<file path="src/rtl/fetch_stage.sv">
// fetch_stage: RISC-V instruction fetch with one outstanding imem request and the IF/ID register.
// Optional build macro FETCH_MISALIGN_CHECK_EN adds a sticky misalign_o flag for unaligned redirects.
module fetch_stage #(
  parameter int unsigned       XLEN     = 32,
  parameter logic [XLEN-1:0]   RESET_PC = '0,
  parameter logic [31:0]       NOP_INST = 32'h0000_0013
) (
  input  logic            clk,
  input  logic            rst,
  input  logic            pc_sel_i,
  input  logic [XLEN-1:0] alu_target_i,
  input  logic            stall_i,
  output logic            imem_req_o,
  output logic [XLEN-1:0] imem_addr_o,
  input  logic            imem_gnt_i,
  input  logic            imem_rvalid_i,
  input  logic [31:0]     imem_rdata_i,
  output logic [31:0]     inst_o,
  output logic [XLEN-1:0] pc_o,
  output logic [XLEN-1:0] pc4_o,
  output logic            inst_valid_o
`ifdef FETCH_MISALIGN_CHECK_EN
  , output logic          misalign_o
`endif
);

  typedef enum logic [1:0] {
    S_REQ  = 2'd0,
    S_WAIT = 2'd1,
    S_HOLD = 2'd2
  } state_t;

  state_t          state_q, state_d;
  logic            drop_q, drop_d;
  logic [XLEN-1:0] pc_q, pc_d;

  logic            redirect;
  logic            rsp_live;
  logic            rsp_take;
  logic            rsp_hold;

  logic [31:0]     hold_inst_p0;
  logic [XLEN-1:0] hold_pc_p0;

  logic [31:0]     inst_p1;
  logic [XLEN-1:0] pc_p1;
  logic            vld_p1;

  function automatic logic [XLEN-1:0] align_target(input logic [XLEN-1:0] t);
    return t & ~XLEN'(3);
  endfunction

  function automatic logic [XLEN-1:0] pc_inc(input logic [XLEN-1:0] p);
    return p + XLEN'(4);
  endfunction

  // A stall masks the redirect for that cycle; a live response is one not marked for discard.
  assign redirect = pc_sel_i & ~stall_i;
  assign rsp_live = (state_q == S_WAIT) & imem_rvalid_i & ~drop_q;
  assign rsp_take = rsp_live & ~redirect & ~stall_i;
  assign rsp_hold = rsp_live & stall_i;

  always_ff @(posedge clk or negedge rst) begin
    if (!rst) begin
      state_q <= S_REQ;
      drop_q  <= 1'b0;
    end else begin
      state_q <= state_d;
      drop_q  <= drop_d;
    end
  end

  always_comb begin
    state_d = state_q;
    drop_d  = drop_q;
    case (state_q)
      S_REQ: begin
        drop_d = imem_gnt_i & redirect;
        if (imem_gnt_i) state_d = S_WAIT;
      end
      S_WAIT: begin
        if (imem_rvalid_i) begin
          drop_d  = 1'b0;
          state_d = rsp_hold ? S_HOLD : S_REQ;
        end else begin
          drop_d = drop_q | redirect;
        end
      end
      S_HOLD: begin
        drop_d = 1'b0;
        if (!stall_i) state_d = S_REQ;
      end
      default: begin
        state_d = S_REQ;
        drop_d  = 1'b0;
      end
    endcase
  end

  always_comb begin
    imem_req_o = rst & (state_q == S_REQ);
  end

  // Stage p0: program counter and the stall hold buffer
  always_comb begin
    pc_d = pc_q;
    if (redirect)      pc_d = align_target(alu_target_i);
    else if (rsp_live) pc_d = pc_inc(pc_q);
  end

  always_ff @(posedge clk or negedge rst) begin
    if (!rst) pc_q <= RESET_PC;
    else      pc_q <= pc_d;
  end

  always_ff @(posedge clk) begin
    if (rsp_hold) begin
      hold_inst_p0 <= imem_rdata_i;
      hold_pc_p0   <= pc_q;
    end
  end

  // Stage p1: IF/ID register; pc_p1 keeps its last value whenever the slot empties
  always_ff @(posedge clk or negedge rst) begin
    if (!rst) begin
      inst_p1 <= NOP_INST;
      pc_p1   <= '0;
      vld_p1  <= 1'b0;
    end else if (!stall_i) begin
      if (redirect) begin
        inst_p1 <= NOP_INST;
        vld_p1  <= 1'b0;
      end else if (rsp_take) begin
        inst_p1 <= imem_rdata_i;
        pc_p1   <= pc_q;
        vld_p1  <= 1'b1;
      end else if (state_q == S_HOLD) begin
        inst_p1 <= hold_inst_p0;
        pc_p1   <= hold_pc_p0;
        vld_p1  <= 1'b1;
      end else begin
        inst_p1 <= NOP_INST;
        vld_p1  <= 1'b0;
      end
    end
  end

  assign imem_addr_o  = pc_q;
  assign inst_o       = inst_p1;
  assign pc_o         = pc_p1;
  assign pc4_o        = pc_inc(pc_p1);
  assign inst_valid_o = vld_p1;

`ifdef FETCH_MISALIGN_CHECK_EN
  logic misalign_q;

  always_ff @(posedge clk or negedge rst) begin
    if (!rst)                                  misalign_q <= 1'b0;
    else if (redirect && |alu_target_i[1:0])   misalign_q <= 1'b1;
  end

  assign misalign_o = misalign_q;
`endif

endmodule

</file>
<file path="config.mk">
export PLATFORM = sky130hd
export DESIGN_NAME = fetch_stage
export DESIGN_NICKNAME = d
export VERILOG_FILES = /design/src/rtl/fetch_stage.sv
export SDC_FILE = /design/constraint.sdc
export NUM_CORES = 1
export LEC_CHECK = 0
export BUFFER_PORTS_ARGS = -buffer_cell sky130_fd_sc_hd__buf_2
export CORE_MARGIN = 2
export CORE_UTILIZATION = 35
export DETAILED_ROUTE_END_ITERATION = 8
export SYNTH_ARGS = -nofsm -noshare
export SYNTH_HDL_FRONTEND = slang
export SYNTH_SLANG_ARGS = --single-unit
</file>
<file path="constraint.sdc">
create_clock -name clk -period 5.43 [get_ports clk]
set_clock_uncertainty 0.15 [all_clocks]
set_input_delay 0.543 -clock clk [delete_from_list [all_inputs] [get_ports clk]]
set_output_delay 0.543 -clock clk [all_outputs]
set_load 0.005 [all_outputs]
</file>
; ---- After elaboration in Yosys (flattened, before gate mapping)
; Cells that the tools add are included.
[op_classes]
add_sub_neg = 2
eq_ne = 5
muxes = 17
bitwise = 12
n_reduce_logical = 5
[op_table]
columns = cell, n
row1 = 2-to-1 mux 32 bit, 7
row2 = "adder 32 x 3 -> 32 bit, second input constant", 2
row3 = AND 1 bit, 8
row4 = 2-to-1 mux 2 bit, 4
row5 = "!= test 2 bit, second input constant", 3
row6 = one-hot mux 2 bit (3 select lines), 1
row7 = AND reduction 3 bit, 2
row8 = 2-to-1 mux 1 bit, 4
row9 = nonzero test 2 bit, 2
row10 = NOT 1 bit, 3
row11 = "equality test 2 x 1 -> 1 bit, second input constant", 1
row12 = "equality test 2 bit, second input constant", 1
row13 = logical NOT 2 bit, 1
row14 = one-hot mux 1 bit (2 select lines), 1
row15 = bitwise OR 1 bit, 1
[word_totals]
regBits = 164
input_bits = 70
out_inout_bits = 130
elab_cells = 49

; ---- Depth between registers and ports, before layout
[logic_depth]
word_depth = 7
mapped_depth = 7
depth_no_buf = 6

; ---- Worst setup path before layout
; OpenSTA, ideal clock, no wires.
[synth_timing]
kind = input to register
start = input imem_rvalid_i
end = register hold_inst_p0[0] (enable)
setup_ns = 0.427
t_arrival_ns = 2.544
required_time_ns = 4.853
setup_slack_ns = 2.309
path_stages = 4
n_path_buf = 2
cell_sequence = and4bb_1 buf_2 buf_2 and2_1
[synth_between]
elab_chain_len = 3
[synth_rtl]
columns = element, line_no
row1 = from (decl), 16  ; input logic imem_rvalid_i,
row2 = AND 1 bit (2 in series), 59  ; assign rsp_live = (state_q == S_WAIT) & imem_rvalid_i & ~drop_q;
row3 = AND 1 bit, 61  ; assign rsp_hold = rsp_live & stall_i;
row4 = net rsp_hold, 40  ; logic rsp_hold;
row5 = to (signal assigned), 118  ; hold_inst_p0 <= imem_rdata_i;
row6 = to (decl), 42  ; logic [31:0] hold_inst_p0;
; The timed path passes the listed nets, and every way through them passes these cells.
; A chain may end at the register's enable or synchronous reset.

; ---- Final worst setup path
[layout_timing]
start = register pc_p1[2] (netlist: pc_o[2])
end = output pc4_o[20]
[layout_between]
elab_chain_len = 1
[layout_rtl]
columns = element, line_no
row1 = from (decl), 46  ; logic [XLEN-1:0] pc_p1;
row2 = from (signal assigned), 135  ; pc_p1 <= pc_q;
row3 = from (signal assigned), 139  ; pc_p1 <= hold_pc_p0;
row4 = adder 32 x 3 -> 32 bit, 54  ; return p + XLEN'(4);
row5 = to (decl), 20  ; output logic [XLEN-1:0] pc4_o,
; Every way passes these cells.

==> impl_metrics.env <==
export IMPL_area_growth_pct=25.3
export IMPL_ys_warn_count=0
export IMPL_vias_per_cell=4.92
export IMPL_min_delay_start="imem_rdata_i[20]"
export IMPL_antenna_found_initial=1
export IMPL_cts_setup_buffers=0
export IMPL_yosysSeqAreaShare_pct=60.3
export IMPL_ys_ff_latch=158
export IMPL_ir_drop_uv=230
export IMPL_rsz0062_at_grt="false"
export IMPL_clockRootBuffer="clkbuf_16"
export IMPL_drc=0
export IMPL_setup_viol=0
export IMPL_hold_violations=0
export IMPL_die_area_sq_um=21400
export IMPL_synth_area_sq_um=7070
export IMPL_synthDistinctLibCells=44
export IMPL_drtIter0Drc=436
export IMPL_route_antenna_remaining_nets=0
export IMPL_htree_levels=4
export IMPL_min_period_ns=3.28
export IMPL_critPathLaunchType="register"
export IMPL_dp_slack_ns=2.33
export IMPL_endpoint_kind="output pin"
export IMPL_drive_above_1_share_pct=30.1
export IMPL_maxSlewViolCount=0
export IMPL_wl_per_cell_um=17.6
export IMPL_grt_first_pass_wirelength_mm=30.4
export IMPL_worst_slew_pin_slew_ns=1.13
export IMPL_initial_core_util_pct=35.3
export IMPL_path_class="register to output pin"
export IMPL_gr_total_overflow=0
export IMPL_grt_pass1_vias=5129
export IMPL_regArea_sq_um=4270
export IMPL_worstPathRequired_ns=4.74
export IMPL_nets=889
export IMPL_syn_inst=636
export IMPL_slew_headroom_pct=24.6
export IMPL_regToRegSetupSlack_ns=2.54
export IMPL_period_share_pct=60.5
export IMPL_p_leak_nw=3.73
export IMPL_cap_viol_max_count=0
export IMPL_tns_ns=0
export IMPL_gp_congestion=0.790
export IMPL_syn_avg_cell_area_sq_um=11.1
export IMPL_port_buffers=191
export IMPL_cts_tree="done"
export IMPL_hold_end="hold_inst_p0[20]"
export IMPL_synth_edf_count=62
export IMPL_status="completed"
export IMPL_hpwl_mm=13.3
export IMPL_fp_dieW_um=146
export IMPL_max_freq_ghz=0.305
export IMPL_arrival_ns=2.59
export IMPL_path_clk_slew_ns=0.06
export IMPL_fp_dieH_um=146
export IMPL_wl_mm=19.4
export IMPL_grt_max_degree=62
export IMPL_fp_coreArea_sq_um=20000
export IMPL_clockBufferDepth=2
export IMPL_num_rows=52
export IMPL_cts_buffers=17
export IMPL_drt_first_pass_iters=4
export IMPL_r2r_cells=3
export IMPL_hold_path_class="input port to register"
export IMPL_clock_latency_ns=0.42
export IMPL_p_total_mw=3.83
export IMPL_synth_async_reset_ratio_pct=60.8
export IMPL_io_pins=200
export IMPL_ys_flop_type="dfrtp_1"
export IMPL_fin_ws_ns=2.15
export IMPL_r2r_start="state_q[1]"
export IMPL_multi_input_area_sq_um=2620
export IMPL_reg2reg_to="hold_pc_p0[31]"
export IMPL_pwr_density_cell_nw_per_um2=432
export IMPL_crit_fanout=5
export IMPL_holdPathStages=1
export IMPL_vias=5422
export IMPL_ctsResizeCount=0
export IMPL_grtUsageTotal_pct=18.3
export IMPL_fill_cells=1987
export IMPL_clkSinkCount=158
-- how the worst max path moves through the flow --
| stage | from | to | slack (ns) |
|---|---|---|---|
| finish | pc_o[2] | pc4_o[20] | 2.15 |
| CTS | pc_o[2] | pc4_o[20] | 2.12 |
| detailed placement | stall_i | hold_pc_p0[31] | 2.33 |
| global placement | stall_i | hold_pc_p0[27] | 2.34 |
| floorplan | imem_rvalid_i | hold_inst_p0[0] | 2.31 |
| global route | pc_o[2] | pc4_o[20] | 1.97 |
-- cells by family after synthesis --
kind of cell	synth area share, %
DFF	60.3
AOI/OAI and AO/OA	11.7
xor gates and xnor gates	7.06
and+or+nand+nor	15.3
other	0.0530
adders and majority gates	0.354
muxes	1.98
buffers and inverters	3.24
-- flip-flops by register name, summed over array words and instances (netlist names) --
register / count
hold_inst_p0: 32
inst_o: 32
hold_pc_p0: 30
imem_addr_o: 30
pc_o: 30
state_q: 2
drop_q: 1
inst_valid_o: 1
-- report_power, final --
| group | leakage [nW] | total [mW] | switching (mW) | internal (mW) |
|---|---|---|---|---|
| Clock | 0.276 | 1.16 | 0.488 | 0.672 |
| Sequential | 1.77 | 1.75 | 0.293 | 1.46 |
| Combinational | 1.69 | 0.918 | 0.473 | 0.445 |
-- cell usage in the layout (no fill, tap or decap), types with 6 or more instances in the layout --
cell type	Yosys	routed
o21ai_0	55	54
nand2_1	93	93
dfrtp_1	93	93
mux2i_1	14	14
a21oi_1	27	26
xor2_1	27	27
edfxtp_1	62	62
xnor2_1	30	30
a22oi_1	24	24
o21ai_1	11	11
buf_4	6	9
buf_2	10	190
conb_1	1	6
o22ai_1	26	26
nand4_1	18	18
inv_1	8	8
nand3_1	20	20
clkbuf_16	0	17
nor2_1	37	36
and3_1	8	8
-- worst max-delay path, stage by stage, from the launching register on --
cell and delay (ns):
dfrtp_1 0.42, ha_1 0.26, nand4_1 0.20, nor3_2 0.41, nor3b_2 0.41, and2b_1 0.19
xor2_1 0.14, buf_2 0.13
-- metrics by stage --
stage          area (sq um)  hold slack (ns)  utilization (%)  instances
2_1_floorplan          7090           0.0974                -        641
3_3_place_gp           8270            0.295             41.3       1067
3_5_place_dp           8270            0.299             41.3       1067
4_1_cts                8860            0.141             44.2       1100
5_1_grt                8860            0.141             44.2       1101
6_report               8860            0.159             44.2       1101
-- layout make-up --
class	count	share of cell area [%]
Multi-Input combinational cell	432	29.5
Sequential cell	158	48.2
Clock inverter	11	1.20
Antenna cell	1	0.0282
Timing Repair Buffer	200	11.6
Inverter	8	0.339
Clock buffer	21	5.31
Tap cell	270	3.81
-- what timing repair did --
| item | CTS | global route |
|---|---|---|
| setup endpoints to repair | 0 | 0 |
| endpoints found under the hold margin | 38 | 0 |
| hold buffers | 1 | 0 |
-- Yosys cell counts (6+ instances only) --
| cell type | count | area (sq um) |
|---|---|---|
| clkbuf_1 | 23 | 86.3 |
| nand4_1 | 18 | 113 |
| dfrtp_1 | 93 | 2330 |
| inv_1 | 8 | 30.0 |
| xor2_1 | 27 | 236 |
| a22oi_1 | 24 | 180 |
| nand2_1 | 93 | 349 |
| o22ai_1 | 26 | 163 |
| a21oi_1 | 27 | 135 |
| nor2_1 | 37 | 139 |
| mux2i_1 | 14 | 140 |
| and3_1 | 8 | 50.1 |
| edfxtp_1 | 62 | 1860 |
| nand3_1 | 20 | 100 |
| o21ai_1 | 11 | 55.1 |
| o21ai_0 | 55 | 275 |
| buf_4 | 6 | 45.0 |
| buf_2 | 10 | 50.1 |
| xnor2_1 | 30 | 263 |
-- routing by layer --
layer	up-vias	routed length, um	global-route usage (%)
li1	2631	-	-
met1	2607	9470	27.4
met2	160	8580	26.1
met3	24	880	3.72
met4	0	459	6.80
met5	-	0	0
Note: power is estimated with default switching activity, not from simulation.
